File: config.mk
export PLATFORM = sky130hd
export DESIGN_NAME = mcoi_display_driver_flat
export DESIGN_NICKNAME = d
export VERILOG_FILES = /design/src/rtl/mcoi_display_driver_pkg.sv /design/src/rtl/t_display.sv /design/src/rtl/display_shifter.sv /design/src/rtl/mcoi_display_driver.sv /design/src/flat_wrapper.sv
export SDC_FILE = /design/constraint.sdc
export NUM_CORES = 1
export LEC_CHECK = 0
export CAP_MARGIN = 10
export CORE_MARGIN = 2
export CORE_UTILIZATION = 60
export CTS_CLUSTER_DIAMETER = 60
export DETAILED_ROUTE_END_ITERATION = 16
export PLACE_DENSITY = 0.78
export SETUP_SLACK_MARGIN = 0.2
export SLEW_MARGIN = 15
export SYNTH_ARGS = -nofsm -noshare
export SYNTH_HDL_FRONTEND = slang
export SYNTH_SLANG_ARGS = --single-unit
File: constraint.sdc
create_clock -name clk_ix -period 4.72 [get_ports clk_ix]
set_input_delay 1.416 -clock clk_ix [delete_from_list [all_inputs] [get_ports clk_ix]]
set_output_delay 1.416 -clock clk_ix [all_outputs]
set_load 0.005 [all_outputs]
File: src/rtl/mcoi_display_driver_pkg.sv
// Shared types and constants for the front-panel display driver.
package DisplayPkg;

  localparam int unsigned NUM_COLUMNS = 8;
  localparam int unsigned COL_W       = 3;

  typedef logic [COL_W-1:0] column_t;

  typedef enum logic [2:0] {
    IDLE,
    LOAD,
    SHIFT,
    LATCH,
    SELECT,
    ON
  } display_state_t;

  // Counter width able to hold 0..n-1, never narrower than one bit.
  function automatic int unsigned cnt_width(input int unsigned n);
    return (n > 1) ? $clog2(n) : 1;
  endfunction

endpackage

File: src/rtl/t_display.sv
// Pin bundle towards the LED driver chain.
interface t_display;
  import DisplayPkg::*;

  logic    latch;
  logic    blank;
  column_t csel;
  logic    sclk;
  logic    sin;

  modport producer (output latch, blank, csel, sclk, sin);
  modport consumer (input  latch, blank, csel, sclk, sin);
endinterface

File: src/rtl/display_shifter.sv
// Parallel-load shift register with sclk divider; shifts MSB first.
module display_shifter
  import DisplayPkg::*;
#(
  parameter int unsigned ROW_BITS = 16,
  parameter int unsigned CLK_DIV  = 4
) (
  input  logic                clk,
  input  logic                rstn,
  input  logic                load,
  input  logic [ROW_BITS-1:0] load_data,
  output logic                sclk,
  output logic                sin,
  output logic                done_c
);

  localparam int unsigned BIT_W = cnt_width(ROW_BITS);
  localparam int unsigned DIV_W = cnt_width(CLK_DIV);

  logic                active_q;
  logic [ROW_BITS-1:0] sreg_q;
  logic [BIT_W-1:0]    bit_q;
  logic [DIV_W-1:0]    div_q;
  logic                sclk_q;
  logic                sin_q;
  logic                div_end;
  logic                bit_end;

  assign div_end = (div_q == DIV_W'(CLK_DIV - 1));
  assign bit_end = (bit_q == BIT_W'(ROW_BITS - 1));

  // High in the final cycle of the final bit's sclk-high phase.
  assign done_c = active_q && sclk_q && div_end && bit_end;

  assign sclk = sclk_q;
  assign sin  = sin_q;

  // Each bit: sclk low for CLK_DIV cycles, high for CLK_DIV cycles; sin changes only at bit start.
  always_ff @(posedge clk) begin
    if (!rstn) begin
      active_q <= 1'b0;
      sreg_q   <= '0;
      bit_q    <= '0;
      div_q    <= '0;
      sclk_q   <= 1'b0;
      sin_q    <= 1'b0;
    end else if (load) begin
      active_q <= 1'b1;
      sreg_q   <= load_data;
      bit_q    <= '0;
      div_q    <= '0;
      sclk_q   <= 1'b0;
      sin_q    <= load_data[ROW_BITS-1];
    end else if (active_q) begin
      if (!div_end) begin
        div_q <= div_q + DIV_W'(1);
      end else begin
        div_q <= '0;
        if (!sclk_q) begin
          sclk_q <= 1'b1;
        end else begin
          sclk_q <= 1'b0;
          if (bit_end) begin
            active_q <= 1'b0;
          end else begin
            bit_q  <= bit_q + BIT_W'(1);
            sreg_q <= {sreg_q[ROW_BITS-2:0], 1'b0};
            sin_q  <= sreg_q[ROW_BITS-2];
          end
        end
      end
    end
  end

endmodule

File: src/rtl/mcoi_display_driver.sv
// Double-buffered 8-column LED scan driver: blank, shift, latch, select, light.
module mcoi_display_driver
  import DisplayPkg::*;
#(
  parameter int unsigned ROW_BITS  = 16,
  parameter int unsigned CLK_DIV   = 4,
  parameter int unsigned ON_CYCLES = 1000
) (
  input  logic                clk_ix,
  input  logic                rstn_ix,
  input  logic                enable_i,
  input  logic                wr_en_i,
  input  column_t             wr_addr_ib,
  input  logic [ROW_BITS-1:0] wr_data_ib,
  input  logic                commit_i,
  output logic                commit_pending_o,
  output logic                frame_done_o,
  t_display.producer          display_x
);

  localparam int unsigned CNT_MAX  = (ON_CYCLES > CLK_DIV) ? ON_CYCLES : CLK_DIV;
  localparam int unsigned CNT_W    = cnt_width(CNT_MAX);
  localparam column_t     LAST_COL = column_t'(NUM_COLUMNS - 1);

  display_state_t      state_q, state_d;
  logic [CNT_W-1:0]    cnt_q, cnt_d;
  column_t             col_q, col_d;
  column_t             csel_q, csel_d;
  logic                blank_q, blank_d;
  logic                latch_q, latch_d;
  logic                pending_q, pending_d;
  logic                frame_done_q, frame_done_d;
  logic                load_c;
  logic                copy_c;
  logic                shift_done_c;
  logic                sclk;
  logic                sin;
  logic [ROW_BITS-1:0] front_q [NUM_COLUMNS];
  logic [ROW_BITS-1:0] back_q  [NUM_COLUMNS];

  // Serialiser for the column being loaded.
  display_shifter #(
    .ROW_BITS (ROW_BITS),
    .CLK_DIV  (CLK_DIV)
  ) u_shifter (
    .clk       (clk_ix),
    .rstn      (rstn_ix),
    .load      (load_c),
    .load_data (front_q[col_q]),
    .sclk      (sclk),
    .sin       (sin),
    .done_c    (shift_done_c)
  );

  // Next-state, counters, and next values of the registered outputs.
  always_comb begin
    state_d      = state_q;
    cnt_d        = cnt_q;
    col_d        = col_q;
    frame_done_d = 1'b0;
    load_c       = 1'b0;
    copy_c       = 1'b0;

    case (state_q)
      IDLE: begin
        if (enable_i) state_d = LOAD;
      end
      LOAD: begin
        load_c  = 1'b1;
        state_d = SHIFT;
      end
      SHIFT: begin
        if (shift_done_c) begin
          state_d = LATCH;
          cnt_d   = '0;
        end
      end
      LATCH: begin
        if (cnt_q == CNT_W'(CLK_DIV - 1)) begin
          state_d = SELECT;
        end else begin
          cnt_d = cnt_q + CNT_W'(1);
        end
      end
      SELECT: begin
        state_d = ON;
        cnt_d   = '0;
      end
      ON: begin
        if (cnt_q == CNT_W'(ON_CYCLES - 1)) begin
          col_d        = col_q + column_t'(1);
          frame_done_d = (col_q == LAST_COL);
          copy_c       = (col_q == LAST_COL) && pending_q;
          state_d      = enable_i ? LOAD : IDLE;
        end else begin
          cnt_d = cnt_q + CNT_W'(1);
        end
      end
      default: state_d = IDLE;
    endcase

    blank_d   = (state_d != ON);
    latch_d   = (state_d == LATCH);
    csel_d    = (state_d == SELECT) ? col_q : csel_q;
    pending_d = commit_i ? 1'b1 : (copy_c ? 1'b0 : pending_q);
  end

  // State, counters and output registers.
  always_ff @(posedge clk_ix) begin
    if (!rstn_ix) begin
      state_q      <= IDLE;
      cnt_q        <= '0;
      col_q        <= '0;
      csel_q       <= '0;
      blank_q      <= 1'b1;
      latch_q      <= 1'b0;
      pending_q    <= 1'b0;
      frame_done_q <= 1'b0;
    end else begin
      state_q      <= state_d;
      cnt_q        <= cnt_d;
      col_q        <= col_d;
      csel_q       <= csel_d;
      blank_q      <= blank_d;
      latch_q      <= latch_d;
      pending_q    <= pending_d;
      frame_done_q <= frame_done_d;
    end
  end

  // Frame buffers: the copy reads back before this edge's write lands.
  always_ff @(posedge clk_ix) begin
    if (!rstn_ix) begin
      front_q <= '{default: '0};
      back_q  <= '{default: '0};
    end else begin
      if (copy_c)  front_q <= back_q;
      if (wr_en_i) back_q[wr_addr_ib] <= wr_data_ib;
    end
  end

  assign display_x.blank = blank_q;
  assign display_x.latch = latch_q;
  assign display_x.csel  = csel_q;
  assign display_x.sclk  = sclk;
  assign display_x.sin   = sin;
  assign commit_pending_o = pending_q;
  assign frame_done_o     = frame_done_q;

endmodule

File: src/flat_wrapper.sv
// flat-port wrapper written by rule: the top's interface ports become plain ports
module mcoi_display_driver_flat import DisplayPkg::*;
#(
  parameter int unsigned ROW_BITS  = 16,
  parameter int unsigned CLK_DIV   = 4,
  parameter int unsigned ON_CYCLES = 1000
)
  (clk_ix, rstn_ix, enable_i, wr_en_i, wr_addr_ib, wr_data_ib, commit_i, commit_pending_o, frame_done_o, display_x_latch, display_x_blank, display_x_csel, display_x_sclk, display_x_sin);
  t_display display_x_i ();
  input  logic clk_ix;
  input  logic rstn_ix;
  input  logic enable_i;
  input  logic wr_en_i;
  input  column_t wr_addr_ib;
  input  logic [ROW_BITS-1:0] wr_data_ib;
  input  logic commit_i;
  output logic commit_pending_o;
  output logic frame_done_o;
  output wire logic [$bits(display_x_i.latch)-1:0] display_x_latch;
  output wire logic [$bits(display_x_i.blank)-1:0] display_x_blank;
  output wire logic [$bits(display_x_i.csel)-1:0] display_x_csel;
  output wire logic [$bits(display_x_i.sclk)-1:0] display_x_sclk;
  output wire logic [$bits(display_x_i.sin)-1:0] display_x_sin;
  assign display_x_latch = display_x_i.latch;
  assign display_x_blank = display_x_i.blank;
  assign display_x_csel = display_x_i.csel;
  assign display_x_sclk = display_x_i.sclk;
  assign display_x_sin = display_x_i.sin;
  mcoi_display_driver #(.ROW_BITS(ROW_BITS), .CLK_DIV(CLK_DIV), .ON_CYCLES(ON_CYCLES)) u_core (.clk_ix(clk_ix), .rstn_ix(rstn_ix), .enable_i(enable_i), .wr_en_i(wr_en_i), .wr_addr_ib(wr_addr_ib), .wr_data_ib(wr_data_ib), .commit_i(commit_i), .commit_pending_o(commit_pending_o), .frame_done_o(frame_done_o), .display_x(display_x_i));
endmodule
==> Yosys cells after proc, flatten, opt, wreduce, memory -nomap -nowiden <==
Index checks and enable logic that the tools add are counted.
{ "totals": {"regBits": 303, "inputBits": 24, "out_inout_bits": 9} }
{ "classes": {"addsub": 4, "order_cmp": 3, "eq_ne": 17, "muxes": 38, "bitwise_logic": 4, "reduce_logical": 18} }
{ "op_table": {"columns": ["op", "count"], "rows": [
  ["128-bit bitwise mux", 1],
  ["15-bit 2-to-1 mux", 5],
  ["16-bit binary-select mux with 3-bit select", 1],
  ["16-bit demux with 3-bit select", 1],
  ["16-bit 2-to-1 mux", 3],
  ["10-bit case mux with 4 select lines", 1],
  ["10-bit 2-to-1 mux", 3],
  ["3-bit case mux with 6 select lines", 1],
  ["1-bit 2-to-1 mux", 17],
  ["3-bit == test (second input constant)", 4],
  ["3-bit 2-to-1 mux", 4],
  ["4-bit AND reduction", 3],
  ["10-bit by 1-bit adder with 10-bit output (second input constant)", 1],
  ["10-bit == test (second input constant)", 1],
  ["10-bit by 2-bit == test with 1-bit output (second input constant)", 1],
  ["3-bit by 2-bit == test with 1-bit output (second input constant)", 3],
  ["4-bit greater-or-equal comparator (second input constant)", 2],
  ["3-bit inverter with 4-bit output", 2],
  ["2-bit nonzero test", 4],
  ["1-bit logical AND", 5],
  ["4-bit by 1-bit adder with 4-bit output (second input constant)", 1],
  ["4-bit == test (second input constant)", 1],
  ["4-bit by 1-bit less-than comparator with 1-bit output (second input constant)", 1],
  ["2-bit by 1-bit inequality test with 1-bit output (second input constant)", 2],
  ["13 further kinds", 16]
]} }

==> Logic depth before layout (Yosys ltp) <==
Gate-level depths: netlist of the first run.
{ "logic_depth": {"depth_word": 6, "depth_mapped": 8} }

==> Cells and area by module <==
From an unflattened synthesis of the first run, not the netlist that was laid out.
{ "hier_totals": {"cells_unflattened": 1446, "area_unflattened_um2": 12574.6} }
{ "modules_own_cells": {"columns": ["module", "instances", "cells_each", "area_per_inst_um2", "seq_area_each_um2"], "rows": [
  ["mcoi_display_driver", 1, 1315, 11489.8, 5585.4],
  ["display_shifter", 1, 131, 1084.8, 480.5]
]} }

==> Least setup slack after synthesis of the first run <==
OpenSTA, ideal clock, no wires.
{ "synth_path": {"path_type": "in2reg", "startpoint": "in wr_addr_ib[0]", "endpoint": "reg u_core.back_q[117] (netlist name)", "setup_time_ps": 76, "t_arrival_ps": 2562, "path_slack_ps": 2082, "stages": 5, "path_cell_list": "clkbuf_1 nor3_1 clkbuf_1 nand2_1 a21boi_0"} }
{ "synth_between": {"elab_chain_len": 6, "elab_cells_between_ends": 7} }
{ "synth_lines": {"columns": ["item", "line_no", "source"], "rows": [
  ["start, declared", "flat_wrapper.sv:14", "input column_t wr_addr_ib;"],
  ["3-bit inverter with 4-bit output (implied by the code) (*)", "mcoi_display_driver.sv:138", "if (wr_en_i) back_q[wr_addr_ib] <= wr_data_ib;"],
  ["4-bit greater-or-equal comparator (implied by the code) / 4-bit by 1-bit less-than comparator with 1-bit output (equally long branches)", "mcoi_display_driver.sv:138", null],
  ["1-bit logical AND (implied by the code)", "mcoi_display_driver.sv:138", null],
  ["16-bit 2-to-1 mux (implied by the code)", "mcoi_display_driver.sv:138", null],
  ["16-bit demux with 3-bit select (*)", "mcoi_display_driver.sv:138", null],
  ["128-bit bitwise mux (*)", "mcoi_display_driver.sv:138", null],
  ["end signal, assigned by index", "mcoi_display_driver.sv:138", null],
  ["end, declared", "mcoi_display_driver.sv:39", "logic [ROW_BITS-1:0] back_q [NUM_COLUMNS];"]
]} }
Mark *: on every way between the ends. The rest lies on a longest branch, timed or not.
A chain may end at the register's enable or synchronous reset.

==> Final worst setup path of the first run <==
{ "layout_path": {"startpoint": "reg u_core.cnt_q[0]", "endpoint": "reg u_core.front_q[56] (netlist name)"} }
{ "layout_between": {"elab_chain_len": 3} }
{ "layout_lines": {"columns": ["item", "line_no", "source"], "rows": [
  ["start, declared", "mcoi_display_driver.sv:26", "logic [CNT_W-1:0] cnt_q, cnt_d;"],
  ["start signal, assigned", "mcoi_display_driver.sv:121", "cnt_q <= cnt_d;"],
  ["10-bit == test", "mcoi_display_driver.sv:90", "if (cnt_q == CNT_W'(ON_CYCLES - 1)) begin"],
  ["1-bit 2-to-1 mux", "mcoi_display_driver.sv:90", null],
  ["1-bit 2-to-1 mux", "mcoi_display_driver.sv:64", "case (state_q)"],
  ["end signal, assigned", "mcoi_display_driver.sv:137", "if (copy_c) front_q <= back_q;"],
  ["end, declared", "mcoi_display_driver.sv:38", "logic [ROW_BITS-1:0] front_q [NUM_COLUMNS];"]
]} }
No other way between the ends.

==> run_results.csv, run 1 <==
group,metric,value,unit
grt,grt.overflow.total,0,
floorplan,dieArea,22150,sq um
floorplan,fp.dieH,148.8,um
setup_path,cp_cell_sequence,"ha_1 -> nand2_1 -> nor4_1 -> and3_4 -> buf_4 -> nand2_1 -> a21boi_0",
layout,multi_input_area,6063,sq um
grt,antenna_found_initial,0,
floorplan,core-area,20430,sq um
placed_design,place.gp.congestion,0.8436,
hold_path,hp-class,"flop to flop",
setup_path,cpMaxStageDelayCell,"nor4_1",
synth,ys.flop_type,"dfxtp_1",
cts,ctsResizeCount,0,
setup_path,endpoint_kind,"flop",
floorplan,start_util,0.6162,
synth,synth_area_leader_cell,"dfxtp_1",
layout,antenna_cells,0,
synth,synth_compound_area_frac,0.1680,
setup_path,r2r_start,"u_core.cnt_q[0]",
grt,grt_pass1_wl,48160,um
floorplan,num_io_pins,33,
grt,first_global_vias,9214,
timing,period_minus_slack,3.211,ns
synth,async_flop_share,0,
cts,cts_sinks,303,
power_and_ir_drop,ir_drop,0.3279,mV
flow_run,max_cap_viol_count,0,
layout,fill_cells,1668,
synth,synth_top_area_share,0.4819,
layout,layout_commonest_cell,"nand2_1",
setup_path,worst_r2r_endpoint,"u_core.front_q[56]",
setup_path,startpoint_type,"flop",
layout,drive_gt1_frac,0.07928,
setup_path,criticalPathCategory,"flop to flop",
setup_path,reg2reg_depth,7,
timing,fin_crit_sh,0.6804,
timing,hold_viol,0,
setup_path,crit_family,"simple AND/OR/NAND/NOR gates",
placed_design,portBuffers,32,
cts,clk_pin_slew,0.06,ns
layout,ff_latch_area,6068,sq um
routing,drt-initial-drc-count,740,
hold_path,hold_start,"u_core.front_q[103]",
cts,h-tree-depth,1,
timing,max-slew-margin-rel,0.3302,
synth,yosys.area_share.simple,0.2123,
floorplan,die_x,148.8,um
routing,firstDrtPassIters,7,
timing,fmax,311.4,MHz
cts,cts_tree,"done",
hold_path,min_path_cells,2,
routing,routed_wl,30050,um
setup_path,critPathArrivalTime,3.66,ns
floorplan,row_count,52,
routing,postRouteAntennaNets,0,
timing,rsz0062_at_grt,"false",
synth,yosys.area_share.xor_xnor,0.006958,
routing,drc,0,
outcome,status,"completed",
setup_path,cp.required,5.17,ns
layout,layout_common_cells,"nand2_1, dfxtp_1, a21boi_0",
power_and_ir_drop,power.density,376.1,nW/um^2
cts,cts-hold-fix-buffers,0,
synth,synth.distinct_cells,48,
synth,synth-edff-count,0,
routing,num_vias,9729,
synth,syn_inst,1448,
synth,synthAdderAreaFrac,0.004970,
timing,layout_setup_ws,1.509,ns
routing,via_per_inst,5.696,
cts,cts_setup_buffers,0,
timing,setup_viol,0,
synth,synth_area_leaders,"dfxtp_1, nand2_1, a21boi_0, mux4_2, mux2i_1",
synth,ys_seq_elements,303,
grt,grt_max_degree,147,
hold_path,min_to,"u_core.front_q[103]",
synth,ys_seq_area_frac,0.4819,
placed_design,post-place-ws,1.225,ns
synth,synth.area.mux_share,0.08667,
timing,drv_slew,0,
synth,synth_area,12590,sq um
synth,yosysWarnings,0,
setup_path,path_max_fanout,43,
cts,ctsRootBufferMaster,"clkbuf_16",
placed_design,place_hpwl,17570,um
cts,cts_made_buffers,30,
power_and_ir_drop,p_leak,0.004601,uW
cts,clk_latency,0.55,ns
synth,syn_nets,1477,
setup_path,crit_path_frequent_cell,"nand2_1",
layout,syn2layout_area_growth,11.11,%
grt,grt_usage,0.2737,
timing,setup_tns,0,ns
synth,avgSynthCellArea,8.694,sq um
synth,synth_top_family_by_area,"simple AND/OR/NAND/NOR gates",
timing,tightestPinTransition,1.002,ns
cts,cts_buffer_depth,3,
timing,skew,0.009803,ns
setup_path,r2r_slack,1.51,ns
routing,post_drt_wl_per_cell,17.59,um
setup_path,path_buf_inv,1,
layout,nets,1445,
power_and_ir_drop,total_power,5261,uW
setup_path,critical_path.max_stage_delay,0.80,ns
## flip-flops by register name, indices dropped and copies added, names as in the netlist, 2 cells and up
register / count
u_core.u_shifter.div_q: 2
u_core.u_shifter.sreg_q: 15
u_core.display_x.csel: 3
u_core.u_shifter.bit_q: 4
u_core.col_q: 3
u_core.cnt_q: 10
u_core.front_q: 128
u_core.state_q: 3
u_core.back_q: 128
## metrics by stage
step	utilization	cell area, sq um	cells	hold WS (ns)
floorplan	-	12590	1448	0.4377
global placement	0.6351	12970	1654	0.4465
detailed placement	0.6351	12970	1654	0.4543
CTS	0.6847	13990	1708	0.4611
global route	0.6847	13990	1708	0.4716
finish	0.6847	13990	1708	0.4605
## cell usage after synthesis, types with 2 or more instances
cell type	n
xnor2_1	5
nand2_1	560
nand2b_1	5
clkbuf_2	14
nand3_1	14
or4_1	2
nor4_1	2
nor2b_1	9
nor3_1	6
xor2_1	5
or3_2	3
a21boi_0	261
a21oi_1	5
nand4_1	2
mux4_2	32
clkbuf_1	76
a211oi_1	2
buf_2	18
nor4b_1	2
o21ai_0	7
nor2_1	24
mux2i_1	37
and2_1	3
buf_1	3
inv_1	3
buf_4	2
ha_1	5
and3_1	18
dfxtp_1	303
or2_2	2
## how the worst max path moves through the flow
stage	start	slack, ns	endpoint	depth (start not counted)
global route	u_core.cnt_q[0]	1.38	u_core.front_q[126]	7
detailed placement	wr_addr_ib[2]	1.22	u_core.back_q[110]	6
CTS	u_core.cnt_q[0]	1.57	u_core.front_q[56]	7
finish	u_core.cnt_q[0]	1.51	u_core.front_q[56]	7
global placement	wr_addr_ib[0]	1.31	u_core.back_q[64]	5
floorplan	wr_addr_ib[0]	2.08	u_core.back_q[117]	5
## layer usage
metal	vias to the layer above	wire length, um	global-route usage
met5	-	0	0
met4	0	750	0.07286
met3	60	2089	0.04312
met2	324	13930	0.4488
met1	4630	13280	0.3803
li1	4715	-	-
## worst register-to-register path, stage by stage, from the launching register on
cell	delay, ns
dfxtp_1	0.40
ha_1	0.29
nand2_1	0.12
nor4_1	0.80
and3_4	0.73
buf_4	0.41
nand2_1	0.12
a21boi_0	0.24
## area by class of cell
type                            count  area share
Clock inverter                      6    0.005904
Clock buffer                       48     0.06646
Inverter                            3   0.0008051
Timing Repair Buffer               50     0.03533
Tap cell                          270     0.02415
Sequential cell                   303      0.4338
Multi-Input combinational cell   1028      0.4335
## cell families (layout without fill, tap and decap cells)
kind of cell | after synthesis | in the layout
flops | 303 | 303
fa+ha+maj | 5 | 5
compound gates | 284 | 284
mux | 69 | 69
buf+inv | 117 | 107
xor+xnor | 10 | 10
simple gates | 660 | 660
## power breakdown
group / switching [uW] / total, uW / internal [uW]
clock: 977 / 2420 / 1450
combinational: 129 / 218 / 89.6
sequential: 23.3 / 2620 / 2600
total: 1130 / 5260 / 4130
Note: power is estimated with default switching activity, not from simulation.
==> run 2, diff against run 1 <==
- clock period: 4.72 -> 3.3 ns (I/O delays scaled with it)
==> run_results.csv, run 2 (synthesis results as in run 1) <==
group,metric,value,unit
hold_path,min_to,"u_core.front_q[0]",
timing,rsz0062_at_grt,"false",
grt,grt_pass1_wl,47550,um
timing,setup_viol,0,
timing,hold_viol,0,
flow_run,max_cap_viol_count,0,
setup_path,crit_path_frequent_cell,"nand2_1",
cts,h-tree-depth,1,
setup_path,criticalPathCategory,"flop to flop",
routing,drc,0,
grt,grt_max_degree,146,
grt,grt.overflow.total,0,
cts,cts_sinks,303,
placed_design,post-place-ws,0.5919,ns
routing,routed_wl,29530,um
layout,antenna_cells,0,
grt,first_global_vias,9192,
setup_path,r2r_start,"u_core.cnt_q[0]",
routing,num_vias,9798,
placed_design,portBuffers,32,
outcome,status,"completed",
cts,ctsRootBufferMaster,"clkbuf_16",
setup_path,startpoint_type,"flop",
floorplan,die_x,148.8,um
grt,antenna_found_initial,0,
timing,drv_slew,0,
setup_path,critical_path.max_stage_delay,0.48,ns
cts,clk_latency,0.56,ns
placed_design,place_hpwl,17800,um
layout,layout_common_cells,"nand2_1, dfxtp_1, a21boi_0",
layout,nets,1460,
setup_path,critPathArrivalTime,2.93,ns
setup_path,path_max_fanout,34,
cts,cts_buffer_depth,3,
cts,cts-hold-fix-buffers,0,
cts,ctsResizeCount,0,
timing,max-slew-margin-rel,0.3287,
layout,top_regs,"u_core.back_q x128, u_core.front_q x128, u_core.u_shifter.sreg_q x15",
routing,drt-initial-drc-count,828,
floorplan,row_count,52,
layout,fill_cells,1660,
setup_path,crit_family,"simple AND/OR/NAND/NOR gates",
routing,via_per_inst,5.683,
setup_path,cpMaxStageDelayCell,"and3_4",
cts,cts_made_buffers,31,
routing,postRouteAntennaNets,0,
layout,syn2layout_area_growth,11.97,%
floorplan,dieArea,22150,sq um
timing,period_minus_slack,2.482,ns
setup_path,endpoint_kind,"flop",
setup_path,r2r_slack,0.82,ns
floorplan,core-area,20430,sq um
hold_path,min_path_cells,2,
setup_path,cp.required,3.75,ns
timing,layout_setup_ws,0.8177,ns
hold_path,hp-class,"flop to flop",
layout,drive_gt1_frac,0.08872,
floorplan,start_util,0.6162,
power_and_ir_drop,power.density,521.4,nW/um^2
grt,grt_usage,0.2683,
timing,fin_crit_sh,0.7522,
timing,skew,0.01771,ns
floorplan,num_io_pins,33,
cts,clk_pin_slew,0.06,ns
routing,post_drt_wl_per_cell,17.13,um
routing,firstDrtPassIters,5,
floorplan,fp.dieH,148.8,um
power_and_ir_drop,ir_drop,0.4086,mV
setup_path,reg2reg_depth,8,
cts,cts_setup_buffers,0,
timing,fmax,402.9,MHz
power_and_ir_drop,p_leak,0.004649,uW
cts,cts_tree,"done",
setup_path,path_buf_inv,2,
timing,tightestPinTransition,1.001,ns
timing,setup_tns,0,ns
setup_path,cp_cell_sequence,"ha_1 -> nand2_1 -> nor4_1 -> buf_4 -> and3_4 -> buf_12 -> nand2_1 -> a21boi_0",
hold_path,hold_start,"u_core.front_q[0]",
setup_path,worst_r2r_endpoint,"u_core.front_q[67]",
layout,ff_latch_area,6068,sq um
layout,layout_commonest_cell,"nand2_1",
layout,multi_input_area,6063,sq um
placed_design,place.gp.congestion,0.8495,
==> run 2: cell types whose count changed in the layout (fill, tap and decap cells not counted), sizes merged <==
cell,previous run,this run
clkinv,3,5
buf,19,33
clkbuf,48,47
bufinv,2,0
clkinvlp,1,4
==> run 2: worst reg2reg max path: stages, from the launching register on <==
cell and delay [ns]:
dfxtp_1 0.39, ha_1 0.27, nand2_1 0.12, nor4_1 0.36
buf_4 0.20, and3_4 0.49, buf_12 0.26, nand2_1 0.09
a21boi_0 0.21
==> run 2: power breakdown <==
group          internal (uW)  switching [uW]  total, uW
Clock                   1880            1400       3280
Combinational            134             185        319
Sequential              3710            33.8       3750
==> run 2: worst max-delay path by stage <==
stage,cells after the start,to,startpoint
floorplan,5,u_core.back_q[117],wr_addr_ib[0]
global route,8,u_core.front_q[33],u_core.cnt_q[0]
global placement,5,u_core.back_q[115],wr_en_i
finish,8,u_core.front_q[67],u_core.cnt_q[0]
detailed placement,5,u_core.back_q[113],wr_en_i
CTS,1,display_x_sclk,u_core.u_shifter.sclk
==> run 2: area by class of cell <==
class,instances,share of cell area
Tap cell,270,0.02397
Timing Repair Buffer,64,0.04607
Sequential cell,303,0.4305
Multi-Input combinational cell,1028,0.4302
Clock inverter,9,0.004172
Clock buffer,47,0.06427
Inverter,3,0.0007989
==> run 2: routing by layer <==
| layer | GRT usage | up-vias | part of all wire |
|---|---|---|---|
| li1 | - | 4747 | - |
| met4 | 0.07810 | 0 | 0.024 |
| met1 | 0.3795 | 4738 | 0.46 |
| met3 | 0.03180 | 46 | 0.054 |
| met5 | 0 | - | 0 |
| met2 | 0.4368 | 267 | 0.46 |
==> run 2: stage by stage <==
step | total power (uW) | instance area, sq um | std cells | util | hold WS (ns)
finish | 7349 | 14090 | 1724 | 0.6899 | 0.4550
global route | 7576 | 14090 | 1724 | 0.6899 | 0.4759
CTS | 7385 | 14090 | 1724 | 0.6899 | 0.4601
detailed placement | 4141 | 13130 | 1668 | 0.6427 | 0.4519
global placement | 4134 | 13130 | 1668 | 0.6427 | 0.4459
floorplan | 4028 | 12590 | 1448 | - | 0.4377
==> RTL change: new RTL, settings of run 2 <==
`CLK_DIV` is set to 4 in 3 places; all go to 3.
--- a/src/rtl/display_shifter.sv
+++ b/src/rtl/display_shifter.sv
@@ -3,7 +3,7 @@
   import DisplayPkg::*;
 #(
   parameter int unsigned ROW_BITS = 16,
-  parameter int unsigned CLK_DIV  = 4
+  parameter int unsigned CLK_DIV  = 3
 ) (
   input  logic                clk,
   input  logic                rstn,
--- a/src/rtl/mcoi_display_driver.sv
+++ b/src/rtl/mcoi_display_driver.sv
@@ -3,7 +3,7 @@
   import DisplayPkg::*;
 #(
   parameter int unsigned ROW_BITS  = 16,
-  parameter int unsigned CLK_DIV   = 4,
+  parameter int unsigned CLK_DIV   = 3,
   parameter int unsigned ON_CYCLES = 1000
 ) (
   input  logic                clk_ix,
--- a/src/flat_wrapper.sv
+++ b/src/flat_wrapper.sv
@@ -2,7 +2,7 @@
 module mcoi_display_driver_flat import DisplayPkg::*;
 #(
   parameter int unsigned ROW_BITS  = 16,
-  parameter int unsigned CLK_DIV   = 4,
+  parameter int unsigned CLK_DIV   = 3,
   parameter int unsigned ON_CYCLES = 1000
 )
   (clk_ix, rstn_ix, enable_i, wr_en_i, wr_addr_ib, wr_data_ib, commit_i, commit_pending_o, frame_done_o, display_x_latch, display_x_blank, display_x_csel, display_x_sclk, display_x_sin);
Behaviour: not the same (Yosys sat finds a counterexample within 10 cycles, from zero or initial values and one cycle with rstn_ix low).
==> RTL change against run 2 <==
Design area fell by 0.41%; synthesized area increased by 0.42%; wire length is 1.5% lower; power rose by 1.6%; sequential cell count is the same; die area is 0.41% higher; critical path type is now flip-flop to output port; clock skew is 0.00071 ns higher; via count grew 0.34%; setup slack got worse by 0.0086 ns; critical endpoint is now commit_pending_o; synthesized cell count fell by 1.0%.
==> RTL change: results (changes against run 2) <==
Tcrit/Tclk final=75.48% (was 75.22%); DR iter-0 viols=776 (was 828); met3 Use GR=4.098% (was 3.180%); hold_ws=0.4488 ns (was 0.4550 ns); per-cell routed wire length=16.93 microns (was 17.13 microns); first-pass GRT wire length=47020 microns (was 47550 microns); met2 usage=43.43% (was 43.68%); GR Util All Layers=26.16% (was 26.83%); TritonCTS Buffers=30 (was 31); delay-heaviest family, CP=buffers and inverters (was simple AND/OR/NAND/NOR gates); number of global-route vias before repair=9314 (was 9192); cell leakage power=4.519 nW (was 4.649 nW); worst vdd ir=0.5273 mV (was 0.4086 mV); sequential area share after synthesis=47.99% (was 48.19%); top cells by area, synth=dfxtp_1, nand2_1, a21oi_2 (was dfxtp_1, nand2_1, a21boi_0); Worst Tran Pin Value=1.125 ns (was 1.001 ns); Worst path slowest cell=clkdlybuf4s50_1 (was and3_4); status=complete, no violations (unchanged); DPL Wire Length=17540 microns (was 17800 microns); slowest stage delay, CP=0.54 ns (was 0.48 ns); Syn Nets=1462 (was 1477); Commonest cells post-synth=nand2_1, dfxtp_1, a21oi_1 (was nand2_1, dfxtp_1, a21boi_0); largest net degree at the start of global routing=129 (was 146); initial antenna violation count=1 (was 0); grt met1 use=35.82% (was 37.95%); layout cell share with drive strength beyond 1=21.29% (was 8.872%)
-- RTL change: worst paths after layout --
check	startpoint	endpoint
max	u_core.commit_pending_o$_SDFFE_PN0P_	commit_pending_o
min	u_core.front_q[28]$_SDFFE_PN0P_	u_core.front_q[28]$_SDFFE_PN0P_
max reg2reg	u_core.cnt_q[0]$_SDFFE_PN0P_	u_core.cnt_q[7]$_SDFFE_PN0P_
min reg2reg	u_core.front_q[28]$_SDFFE_PN0P_	u_core.front_q[28]$_SDFFE_PN0P_
-- RTL change: area by class of cell --
cell class / count / area (sq um)
Antenna cell: 1 / 2.502
Clock buffer: 41 / 862.1
Clock inverter: 14 / 135.1
Fill cell: 1699 / 6785
Inverter: 3 / 18.77
Multi-Input combinational cell: 1017 / 5958
Sequential cell: 303 / 6068
Tap cell: 275 / 344.1
Timing Repair Buffer: 64 / 648.1
-- RTL change: worst reg2reg max path: stages, from the launching register on --
cell and delay [ns]:
dfxtp_1 0.33, inv_1 0.09, ha_1 0.15, or4b_2 0.58, nor3_1 0.45, o31a_1 0.48, or4_1 0.18, a21oi_1 0.06
-- RTL change: cell families (layout without fill, tap and decap cells) --
| group | count (synthesis) | in the layout | synth area share (%) |
|---|---|---|---|
| AND/OR/NAND/NOR | 632 | 632 | 22.04 |
| multiplexers | 55 | 55 | 7.523 |
| flip-flops | 303 | 303 | 47.99 |
| AO/OA/AOI/OAI | 320 | 320 | 16.55 |
| buffers and inverters | 113 | 122 | 5.058 |
| XOR/XNOR | 5 | 5 | 0.3465 |
| adder cells (fa/ha/maj) | 5 | 5 | 0.4949 |
| other | 0 | 1 | 0 |
-- RTL change: stage by stage --
stage                     instances  area [sq um]
after floorplan                1433         12640
after global placement         1662         13040
after detailed placement       1662         13040
after CTS                      1717         14030
after global routing           1717         14030
final                          1718         14040
-- RTL change: metal layers --
metal  wire length [microns]  share of wire, %
met5                       0                 0
met4                     707               2.4
met3                    1594               5.5
met2                   13650                47
met1                   13140                45
-- RTL change: where the power goes --
part | switching (mW) | internal (mW) | total (mW)
Clock | 1.41 | 1.98 | 3.39
Combinational | 0.217 | 0.106 | 0.323
Sequential | 0.0374 | 3.71 | 3.75
